[src/rtl/axil_write_ctrl.sv]
// AXI-Lite write front end: accepts AW/W in any order, decodes the target register/field and
// issues a one-cycle set pulse. Optional macro AXIL_WR_ERRRESP_EN enables SLVERR responses.
module axil_write_ctrl #(
    parameter int unsigned ADDR_WIDTH     = 16,
    parameter int unsigned DATA_WIDTH     = 32,
    parameter int unsigned NUM_B0_REGS    = 8,
    parameter int unsigned B1_INDEX_WIDTH = 3,
    parameter int unsigned NUM_B1_FIELDS  = 9
) (
    input  logic                      clk,
    input  logic                      reset,
    input  logic [ADDR_WIDTH-1:0]     S_AXI_AWADDR,
    input  logic                      S_AXI_AWVALID,
    output logic                      S_AXI_AWREADY,
    input  logic [DATA_WIDTH-1:0]     S_AXI_WDATA,
    input  logic [DATA_WIDTH/8-1:0]   S_AXI_WSTRB,
    input  logic                      S_AXI_WVALID,
    output logic                      S_AXI_WREADY,
    output logic [1:0]                S_AXI_BRESP,
    output logic                      S_AXI_BVALID,
    input  logic                      S_AXI_BREADY,
    output logic [DATA_WIDTH-1:0]     wr_data,
    output logic [NUM_B0_REGS-1:0]    b0_set,
    output logic [NUM_B1_FIELDS-1:0]  b1_set,
    output logic [B1_INDEX_WIDTH-1:0] b1_index
);

    typedef enum logic [2:0] {StIdle, StHaveA, StHaveW, StCommit, StResp} state_e;

    state_e                    state_q, state_d;
    logic [ADDR_WIDTH-1:0]     addr_q;
    logic [DATA_WIDTH-1:0]     wdata_q;
    logic [DATA_WIDTH-1:0]     wr_data_q;
    logic [DATA_WIDTH/8-1:0]   wstrb_q;
    logic                      aw_hs, w_hs;
    logic                      commit;
    logic [1:0]                bank;
    logic [7:0]                reg_idx;
    logic [3:0]                field_idx;
    logic                      b0_hit, b1_hit, mapped;

    assign S_AXI_AWREADY = (state_q == StIdle) || (state_q == StHaveW);
    assign S_AXI_WREADY  = (state_q == StIdle) || (state_q == StHaveA);
    assign S_AXI_BVALID  = (state_q == StResp);

    assign aw_hs  = S_AXI_AWVALID && S_AXI_AWREADY;
    assign w_hs   = S_AXI_WVALID && S_AXI_WREADY;
    assign commit = (state_q == StCommit);

    always_comb begin
        state_d = state_q;
        case (state_q)
            StIdle: begin
                if (aw_hs && w_hs) begin
                    state_d = StCommit;
                end else if (aw_hs) begin
                    state_d = StHaveA;
                end else if (w_hs) begin
                    state_d = StHaveW;
                end
            end
            StHaveA:  if (w_hs) state_d = StCommit;
            StHaveW:  if (aw_hs) state_d = StCommit;
            StCommit: state_d = StResp;
            StResp:   if (S_AXI_BREADY) state_d = StIdle;
            default:  state_d = StIdle;
        endcase
    end

    always_ff @(posedge clk or negedge reset) begin
        if (!reset) begin
            state_q   <= StIdle;
            addr_q    <= '0;
            wdata_q   <= '0;
            wstrb_q   <= '0;
            wr_data_q <= '0;
        end else begin
            state_q <= state_d;
            if (aw_hs) begin
                addr_q <= S_AXI_AWADDR;
            end
            if (w_hs) begin
                wdata_q <= S_AXI_WDATA;
                wstrb_q <= S_AXI_WSTRB;
            end
            // wr_data only moves on entry to COMMIT so it stays stable between commits.
            if (state_d == StCommit) begin
                wr_data_q <= w_hs ? S_AXI_WDATA : wdata_q;
            end
        end
    end

    assign bank      = addr_q[ADDR_WIDTH-1 -: 2];
    assign reg_idx   = addr_q[13:6];
    assign field_idx = addr_q[5:2];
    assign b0_hit    = (bank == 2'b00) && ({1'b0, reg_idx} < 9'(NUM_B0_REGS));
    assign b1_hit    = (bank == 2'b01) && ({1'b0, field_idx} < 5'(NUM_B1_FIELDS));
    assign mapped    = (b0_hit || b1_hit) && (&wstrb_q);

    always_comb begin
        b0_set = '0;
        b1_set = '0;
        for (int unsigned i = 0; i < NUM_B0_REGS; i++) begin
            b0_set[i] = commit && mapped && b0_hit && (reg_idx == 8'(i));
        end
        for (int unsigned j = 0; j < NUM_B1_FIELDS; j++) begin
            b1_set[j] = commit && mapped && b1_hit && (field_idx == 4'(j));
        end
    end

    assign b1_index = commit ? addr_q[6 +: B1_INDEX_WIDTH] : '0;
    assign wr_data  = wr_data_q;

`ifdef AXIL_WR_ERRRESP_EN
    assign S_AXI_BRESP = (S_AXI_BVALID && !mapped) ? 2'b10 : 2'b00;
`else
    assign S_AXI_BRESP = 2'b00;
`endif

    // Only a subset of the address bits is decoded.
    logic unused_addr;
    assign unused_addr = ^addr_q;

endmodule

[config.mk]
export PLATFORM = sky130hd
export DESIGN_NAME = axil_write_ctrl
export DESIGN_NICKNAME = d
export VERILOG_FILES = /design/src/rtl/axil_write_ctrl.sv
export SDC_FILE = /design/constraint.sdc
export NUM_CORES = 1
export LEC_CHECK = 0
export ABC_AREA = 1
export CAP_MARGIN = 15
export CORE_MARGIN = 5
export CORE_UTILIZATION = 42
export CTS_CLUSTER_SIZE = 12
export DETAILED_ROUTE_END_ITERATION = 16
export GPL_ROUTABILITY_DRIVEN = 0
export MAX_ROUTING_LAYER = met4
export PLACE_DENSITY_LB_ADDON = 0.2
export SYNTH_ARGS = -nofsm -noshare
export SYNTH_HDL_FRONTEND = slang
export SYNTH_SLANG_ARGS = --single-unit
[constraint.sdc]
create_clock -name clk -period 1.2 [get_ports clk]
set_input_delay 0.24 -clock clk [delete_from_list [all_inputs] [get_ports clk]]
set_output_delay 0.24 -clock clk [all_outputs]
set_load 0.02 [all_outputs]
Word-level counts from Yosys, hierarchy flattened
Cells that the tools add are included.

word-level totals
  register bits = 87
  output and inout bits = 57
  word-level logic and storage cells = 71

operators by class
  magnitude comparators = 2
  equality and inequality tests = 21
  multiplexer cells = 9
  reduce and logical (&&, ||, !) cells = 34

operators by type and width
  cell                                                                    number
  8-bit by 3-bit equality test with 1-bit output (second input constant)  4
  32-bit two-way mux                                                      1
  1-bit logical AND                                                       26
  3-bit two-way mux                                                       7
  4-bit by 3-bit equality test with 1-bit output (second input constant)  4
  8-bit by 2-bit equality test with 1-bit output (second input constant)  2
  3-bit one-hot mux with 5 select lines                                   1
  3-bit by 2-bit equality test with 1-bit output (second input constant)  3
  4-bit by 2-bit equality test with 1-bit output (second input constant)  2
  8-bit by 1-bit equality test with 1-bit output (second input constant)  1
  8-bit logical NOT                                                       1
  8-bit by 4-bit < comparator with 1-bit output (second input constant)   1
  4-bit by 1-bit equality test with 1-bit output (second input constant)  1
  4-bit equality test (second input constant)                             1
  4-bit logical NOT                                                       1
  4-bit < comparator (second input constant)                              1
  4-bit AND reduction                                                     1
  3-bit by 1-bit equality test with 1-bit output (second input constant)  1
  3-bit equality test (second input constant)                             1
  3-bit logical NOT                                                       1
  1-bit logical OR                                                        3
  2-bit by 1-bit equality test with 1-bit output (second input constant)  1
  2-bit logical NOT                                                       1

Depth between registers and ports, before layout
  depth after elaboration = 8
  depth in mapped cells = 8

Least setup slack after synthesis
OpenSTA, ideal clock, no wires.

  path type = register to output
  start = register state_q[2]
  end = output port b1_set[8]
  arrival time = 1371 ps
  data required time = 960 ps
  slack = -411 ps
  cell stages (with the launch flop) = 6
  path buffers = 0
  cells stage by stage = dfrtp_1 -> inv_2 -> nand3_1 -> inv_1 -> nand2_1 -> nor4_1

on the way
  word-level cells in the longest chain between the ends = 4

ends and longest elaborated chain
  what                                            line  text
  from (decl)                                     30    state_e state_q, state_d;
  from (signal assigned)                          72    state_q <= StIdle;
  from (signal assigned)                          78    state_q <= state_d;
  3-bit by 2-bit equality test with 1-bit output  48    assign commit = (state_q == StCommit);
  1-bit logical AND (3 in a row)                  107   b1_set[j] = commit && mapped && b1_hit && (field_idx == 4'(j));
  to (decl)                                       24    output logic [NUM_B1_FIELDS-1:0] b1_set,

Every way passes these cells.

Worst setup path in the final report
  start = register addr_q[3]
  end = output port b1_set[6]

on the way
  word-level cells in the longest chain between the ends = 7

ends and longest elaborated chain
  what                            line  text
  from (decl)                     31    logic [ADDR_WIDTH-1:0] addr_q;
  from (signal assigned)          73    addr_q <= '0;
  from (signal assigned)          80    addr_q <= S_AXI_AWADDR;
  4-bit < comparator              97    assign b1_hit = (bank == 2'b01) && ({1'b0, field_idx} < 5'(NUM_B1_FIELDS));
  1-bit logical AND               97
  1-bit logical OR                98    assign mapped = (b0_hit || b1_hit) && (&wstrb_q);
  1-bit logical AND               98
  1-bit logical AND (2 in a row)  107
  1-bit logical AND (*)           107

Mark *: on every way between the ends. The rest lies on a longest branch, timed or not.

==> qor.yml <==
status:
  outcome: "finished, violations left"
  violations: "negative setup slack"
logic_synthesis:
  yosysTopAreaCell: "dfrtp_1"
  yosysMostFrequentCell: "nand2_1"
  synth_area_leaders: "dfrtp_1 (60%), nand2_1 (20%), nand3_1 (5.9%)"
  synth_common_cells: "nand2_1 (185), dfrtp_1 (85), nand3_1 (42)"
  syn_inst: 412
  syn_area_per_cell_sq_um: 8.61
  synth_top_area_frac: 0.600
  seq_area_frac_synth: 0.600
  ys_seq_elements: 85
  syn_area_sq_mm: 0.00355
  ys_types: 22
  ys_async_sr_fraction: 1.00
  yosysWarnings: 0
  synth_edf_count: 0
  synthFlopType: "dfrtp_1"
global_routing:
  gr-total-overflow: 0
  grt.total_usage: 0.283
  grt_antenna_before_repair: 0
  grt_pass1_wl_mm: 21.5
  grt_start_max_net_pins: 44
  grt_pass1_vias: 4048
layout:
  seq_area_sq_mm: 0.00213
  area_growth_pct: 108
  nets: 669
  multi_input_area_sq_mm: 0.00252
  drive_gt1_frac: 0.647
  finish.utilization: 0.899
  antenna_cells: 0
  fillers: 324
worst_setup_path:
  cp.required_ns: 0.96
  worstPathArrival_ns: 1.78
  worstSetupPathType: "reg2out"
  worstPathMaxFanout: 3
  end_kind: "output port"
  cp-start-kind: "flop"
drt:
  drt_first_iter_violations: 161
  drt-total-wl_mm: 16.2
  ant_nets: 0
  dr.pass1.iters: 4
  via_per_inst: 5.39
  vias: 3888
  drc: 0
  wl_per_cell_um: 22.4
timing:
  final_hold_viol_count: 0
  slew_violations: 0
  finalSetupViolations: 108
  min_period_ns: 2.02
  layout_setup_ws_ns: -0.817
  holdWs_ns: 0.406
  fmax_ghz: 0.496
  period_share: 1.68
  fin_worst_skew_ns: 0.0101
  rsz0062_at_grt: "yes"
clock_network:
  cts-root-buf: "clkbuf_8"
  cts-buffers-inserted: 9
  clockBufferDepth: 2
  clk_pin_slew_ns: 0.10
  insertion_delay_ns: 0.36
  cts_tree: "built"
  h-tree-depth: 3
  cts_sinks: 85
power:
  clkPwrFrac: 0.106
  p_sw_w: 0.00987
  swShare: 0.447
  p_leak_nw: 3.58
  pwr-share-seq: 0.238
  power_density_mw_per_mm2: 2990
  p_int_w: 0.0122
  ir_drop_mv: 1.94
  comb_power_share: 0.657
floorplan:
  fp.coreArea_sq_mm: 0.00822
  die_height_um: 102
  die_area_sq_mm: 0.0104
  rows: 33
  num_io_pins: 114
  initial_core_util: 0.432
  die_width_um: 102
place:
  pre_cts_slack_ns: -0.872
  portBuffers: 109
  hpwlAfterDp_mm: 6.48
run:
  maxCapViolCount: 0
worst_hold_path:
  min_path_type: "in2async"
==> critical path, stage by stage, from the launching register on <==
cell	delay (ns)
dfrtp_1	0.41
nor2_1	0.14
nand2_1	0.08
nand2_1	0.10
nand2_2	0.08
nor2_4	0.15
buf_4	0.14
nand3_4	0.08
nor2_4	0.10
buf_6	0.12
==> kinds of logic after synthesis <==
group           share of synthesized area
simple gates                        0.315
mux                                0.0127
buf+inv                            0.0554
flops                               0.600
other cells                       0.00106
compound gates                     0.0155
==> worst paths after layout <==
check / from / end / slack, ns / depth (start not counted)
setup / recovery: addr_q[3]$_DFFE_PN0P_ / b1_set[6] / -0.82 / 9
min in group clk: S_AXI_WDATA[10] / wdata_q[10]$_DFF_PN0_ / 0.45 / 3
max in group asynchronous: reset / wdata_q[14]$_DFF_PN0_ / 0.57 / 3
hold reg to reg: wdata_q[19]$_DFF_PN0_ / wdata_q[19]$_DFF_PN0_ / 0.49 / 2
hold / removal: reset / wr_data[25]$_DFFE_PN0N_ / 0.41 / 3
setup reg to reg: state_q[1]$_DFF_PN0_ / wr_data[27]$_DFFE_PN0N_ / -0.64 / 12
==> layout make-up <==
type,count,area share
Inverter,17,0.00965
Clock inverter,6,0.0117
Sequential cell,85,0.288
Clock buffer,10,0.0186
Multi-Input combinational cell,291,0.340
Tap cell,105,0.0178
Timing Repair Buffer,208,0.314
==> sequential cells by signal, summed over array words and instances (netlist names) <==
register / cells
wstrb_q: 4
state_q: 3
wr_data: 32
wdata_q: 32
addr_q: 14
==> per-stage QoR <==
| step | power (W) | cells | area (sq um) | setup TNS (ns) |
|---|---|---|---|---|
| final | 0.0221 | 722 | 7390 | -51.37 |
| after detailed placement | 0.0120 | 647 | 5220 | -37.55 |
| after floorplan | 0.00880 | 413 | 3740 | -13.95 |
| after CTS | 0.0197 | 712 | 6840 | -52.56 |
| after global routing | 0.0229 | 722 | 7390 | -57.08 |
| after global placement | 0.0118 | 647 | 5220 | -35.65 |
==> power by group through the flow <==
stage               sequential, W  clock, W  combinational [W]
detailed placement        0.00482         0            0.00720
floorplan                 0.00532         0            0.00348
finish                    0.00525   0.00233             0.0145
CTS                       0.00494   0.00228             0.0124
global placement          0.00478         0            0.00705
global route              0.00533   0.00245             0.0151
==> repair_timing <==
item / 4_1_cts / 5_1_grt
buffers inserted: 33 / 23
gates resized for setup: 488 / 172
hold buffers: 1 / 0
setup endpoints to repair: 139 / 119
pin swaps: 70 / 42
hold endpoints to repair: 85 / 0
cloned: 15 / 2
==> layer usage <==
| metal | wire (um) | track usage | part of all wire | vias up |
|---|---|---|---|---|
| met5 | 0 | - | 0 | - |
| met4 | 502 | 0.118 | 0.031 | 0 |
| met3 | 938 | 0.0430 | 0.058 | 42 |
| met2 | 8680 | 0.487 | 0.54 | 168 |
| met1 | 6070 | 0.330 | 0.37 | 1982 |
| li1 | - | - | - | 1696 |
==> cell usage in the layout, fill, tap and decap left out, types with 2 or more instances in the layout <==
cell | netlist | layout
nand2_2 | 1 | 70
buf_8 | 0 | 4
clkbuf_16 | 0 | 2
bufinv_16 | 0 | 2
buf_16 | 0 | 8
nor2_1 | 35 | 3
buf_12 | 0 | 19
inv_1 | 14 | 11
mux2_2 | 4 | 4
clkdlybuf4s50_1 | 0 | 53
conb_1 | 1 | 2
buf_2 | 10 | 24
nor2_4 | 0 | 32
nand3_1 | 42 | 21
nand2_4 | 1 | 79
nand2_8 | 0 | 3
a21oi_1 | 10 | 2
a21oi_2 | 0 | 7
nand2_1 | 185 | 35
clkbuf_8 | 0 | 10
buf_4 | 6 | 38
inv_4 | 0 | 3
buf_6 | 3 | 59
inv_2 | 3 | 3
nand3_4 | 0 | 9
nand3_2 | 1 | 13
dfrtp_1 | 85 | 85
nand4_1 | 5 | 5
clkinv_2 | 0 | 2
Note: power is estimated with default switching activity, not from simulation.
==> RTL edit 1 (config.mk and constraints unchanged) <==
Re-encode `state_e` (5 states) as one-hot, 5 bits wide.
--- a/src/rtl/axil_write_ctrl.sv
+++ b/src/rtl/axil_write_ctrl.sv
@@ -27,3 +27,3 @@
 
-    typedef enum logic [2:0] {StIdle, StHaveA, StHaveW, StCommit, StResp} state_e;
+    typedef enum logic [4:0] {StIdle = 5'b00001, StHaveA = 5'b00010, StHaveW = 5'b00100, StCommit = 5'b01000, StResp = 5'b10000} state_e;
 
Check against the original RTL: no difference found for any inputs over 10 cycles, from zero or initial values and one cycle with reset low; not proved beyond that.
==> RTL edit 1 against the original RTL <==
- the flow still finishes with violations (setup timing)
- cell area is 7.5% lower
- routed wire length is 19% lower
- total power is 14% lower
- register-to-register slack worse by 0.17 ns
- area after synthesis is 4.9% higher
- sequential power is 2% lower
- sequential cell count is 2 higher
- worst setup slack worse by 0.11 ns
- final cell count is 0.42% lower
- largest cell class is now registers
==> RTL edit 1: results (changes against the original RTL) <==
- Yosys cell types: 28 (was 22)
- Crit path largest cell delay: 0.43 ns (was 0.41 ns)
- Post-Place Worst Slack: -1.06 ns (was -0.872 ns)
- GR Layer Usage met2: 0.440 (was 0.487)
- Clk pin slew, worst setup/hold paths: 0.08 ns (was 0.10 ns)
- Outcome: finished, violations left (unchanged)
- Leak: 3.28 nW (was 3.58 nW)
- Total track usage: 0.253 (was 0.283)
- Register area share after synthesis: 0.586 (was 0.600)
- # setup viols final: 110 (was 108)
- Delay-heaviest family, CP: buffers and inverters (was simple AND/OR/NAND/NOR gates)
- Top post-synthesis cells by area: dfrtp_1 (58%), nand2_1 (15%), nand3_1 (9.4%), nor2_1 (3.5%), mux2_2 (2.7%) (was dfrtp_1 (60%), nand2_1 (20%), nand3_1 (5.9%), nor2_1 (3.7%), inv_1 (1.5%))
- Dpl hpwl: 7.12 mm (was 6.48 mm)
- Failing checks: setup timing (unchanged)
- Peak VDD IR: 0.00132 V (was 0.00194 V)
- Grt met3 use: 0.0528 (was 0.0430)
- Worst R2R Start: state_q[3] (was state_q[1])
- Wirelength, routed: 13.1 mm (was 16.2 mm)
- Number of global-route vias before repair: 4262 (was 4048)
- Hold_ws: 0.252 ns (was 0.406 ns)
- Wl on met1: 5.18 mm (was 6.07 mm)
- Reg2Reg Setup Slack: -0.81 ns (was -0.64 ns)
- Met2 WL: 6.97 mm (was 8.68 mm)
- FF-to-FF path depth: 13 (was 12)
- Setup TNS: -71.08 ns (was -51.37 ns)
- Fin worst setup slack: -0.928 ns (was -0.817 ns)
- Largest net degree at the start of global routing: 34 (was 44)
- Arrival @ worst endpoint: 1.89 ns (was 1.78 ns)
-- RTL edit 1: cell count changes after synthesis, sizes merged, moves of 5 or more --
cell    delta
buf        -8
clkbuf    +11
mux2       +5
nand2     -39
nand3     +29
-- RTL edit 1: worst max path at each step --
stage	cells after the start	from	slack, ns	endpoint
detailed placement	6	addr_q[2]	-1.06	b1_set[7]
global route	8	addr_q[3]	-1.03	b1_set[1]
CTS	8	state_q[0]	-0.85	b1_set[4]
finish	8	addr_q[3]	-0.93	b1_set[5]
global placement	7	addr_q[13]	-0.95	b0_set[0]
floorplan	7	state_q[1]	-0.52	b0_set[0]
-- RTL edit 1: logic make-up (layout without fill, tap and decap cells) --
family / Yosys count / after routing / share of synthesized area
compound gates: 16 / 16 / 0.0266
simple gates: 266 / 266 / 0.308
other cells: 1 / 2 / 0.00101
mux: 9 / 9 / 0.0273
flops: 87 / 87 / 0.586
buf+inv: 42 / 231 / 0.0518
-- RTL edit 1: cell type report --
class / instances / area (sq um)
clock buffers: 10 / 138
clock inverters: 4 / 95.1
fillers: 519 / 1840
inverters: 19 / 76.3
multi-input cells: 293 / 2070
flip-flops and latches: 87 / 2180
well taps: 108 / 135
repair buffers: 198 / 2140
-- RTL edit 1: repair_timing --
action / in CTS / in global routing
resized for setup: 438 / 30
setup endpoints to repair: 141 / 112
endpoints found under the hold margin: 86 / 0
gates cloned: 11 / 0
hold buffers: 1 / 0
pin swaps: 24 / 16
buffers inserted: 31 / 6
-- RTL edit 1: report_power, final --
group | switching, mW | total (mW) | internal (mW)
clock | 1.01 | 2.42 | 1.41
combinational | 5.83 | 11.4 | 5.54
sequential | 0.875 | 5.16 | 4.29
==> RTL edit 2 (config.mk and constraints unchanged) <==
Made on the original files. Change the parameter `NUM_B0_REGS` from 8 to 9.
--- a/src/rtl/axil_write_ctrl.sv
+++ b/src/rtl/axil_write_ctrl.sv
@@ -5,3 +5,3 @@
     parameter int unsigned DATA_WIDTH     = 32,
-    parameter int unsigned NUM_B0_REGS    = 8,
+    parameter int unsigned NUM_B0_REGS    = 9,
     parameter int unsigned B1_INDEX_WIDTH = 3,
Ports: changed (resized b0_set); port bits go from 114 to 115. No check against the original RTL was run, so the function may have changed too.
==> RTL edit 2 against the original RTL <==
- the flow still finishes with violations (setup timing)
- combinational power is 22% lower
- cell area is 8.9% lower
- largest cell class unchanged
- worst setup slack better by 0.054 ns
- routed wire length is 27% lower
- critical path depth stayed put
- total power is 15% lower
- first-iteration DRC count is 24% lower
- non-clock buffer count is 21 lower
- sequential cell count stayed put
- area after synthesis is 8.4% higher
- register-to-register slack better by 0.24 ns
==> RTL edit 2: results (changes against the original RTL) <==
- Outcome: finished, violations left (unchanged)
- Failing checks: setup timing (unchanged)
- Total track usage: 0.217 (was 0.283)
- Wl on met1: 4.87 mm (was 6.07 mm)
- Cell Pwr Density: 2770 nW/um^2 (was 2990 nW/um^2)
- Multi-input logic area: 2290 sq um (was 2520 sq um)
- Clk_skew: 0.0144 ns (was 0.0101 ns)
- IO buf count: 110 (was 109)
- Wirelength, routed: 11.8 mm (was 16.2 mm)
- Total number of vias: 3528 (was 3888)
- Sw Pwr: 8.16 mW (was 9.87 mW)
- Final Net Count: 668 (was 669)
- Non-clock buffers: 187 (was 208)
- # setup viols final: 106 (was 108)
- Post-Place Worst Slack: -0.863 ns (was -0.872 ns)
- Arrival @ worst endpoint: 1.72 ns (was 1.78 ns)
- Clock buf/inv share: 0.0319 (was 0.0303)
- Filler Cells Inserted: 606 (was 324)
- Sequential cell count: 85 (unchanged)
- Crit Path Max Fanout: 4 (was 3)
- Post-CTS Resized: 442 (was 488)
- Top post-synthesis cells by area: dfrtp_1 (55%), nand2_1 (17%), nand3_2 (6.5%), nand2_2 (4.4%), nand3_1 (3.4%) (was dfrtp_1 (60%), nand2_1 (20%), nand3_1 (5.9%), nor2_1 (3.7%), inv_1 (1.5%))
- Tightest Hold Check Type: input pin to register (was input pin to async pin)
- Peak VDD IR: 0.00159 V (was 0.00194 V)
- Via density per instance: 4.85 (was 5.39)
- DRT iter0 DRCs: 123 (was 161)
- Clock buf count: 11 (was 10)
- Mapped Cells: 433 (was 412)
- Met3 WL: 535 um (was 938 um)
- Multi-input gate count: 307 (was 291)
- Clk pin slew, worst setup/hold paths: 0.08 ns (was 0.10 ns)
- Leak: 3.27 nW (was 3.58 nW)
- Fin worst setup slack: -0.763 ns (was -0.817 ns)
RTL edit 2: cell types whose count changed after synthesis, sizes merged, moves of 2 or more:
| cell | unedited run | this run |
|---|---|---|
| nand2 | 187 | 207 |
| o21ai | 1 | 12 |
| a21oi | 10 | 1 |
| nand3 | 43 | 51 |
| nor2 | 36 | 29 |
| inv | 17 | 21 |
| mux2 | 4 | 0 |
| buf | 19 | 21 |
| nand4 | 5 | 3 |
RTL edit 2: metrics by stage:
step | utilization | cell area, sq um | setup TNS, ns
final | 0.743 | 6740 | -39.71
after global routing | 0.743 | 6740 | -47.12
after CTS | 0.716 | 6490 | -35.64
after detailed placement | 0.605 | 5480 | -48.90
after global placement | 0.605 | 5480 | -46.74
after floorplan | - | 4060 | -12.81
RTL edit 2: path summary, 6_finish.rpt:
kind | from | to | slack [ns] | cells past startpoint
max | addr_q[3] | b1_set[2] | -0.76 | 9
min | S_AXI_WVALID | state_q[1] | 0.31 | 3
max reg2reg | state_q[0] | wr_data[14] | -0.40 | 11
min reg2reg | wr_data[3] | wr_data[3] | 0.48 | 2
max in group asynchronous | reset | wr_data[14] | 0.36 | 3
min in group asynchronous | reset | wr_data[29] | 0.43 | 3
RTL edit 2: critical path, stage by stage, from the launching register on:
cell and delay (ns):
dfrtp_1 0.41, inv_2 0.07, nand3_2 0.09, nand2_2 0.08, nand2_2 0.07, nor2_4 0.20
buf_6 0.14, nand3_4 0.09, nor2_4 0.11, buf_6 0.13
RTL edit 2: cell families (layout without fill, tap and decap cells):
group / Yosys count / in the layout / synth area share
simple gates: 292 / 292 / 0.358
flops: 85 / 85 / 0.553
buf+inv: 42 / 224 / 0.0709
compound gates: 13 / 13 / 0.0169
other cells: 1 / 2 / 0.000975
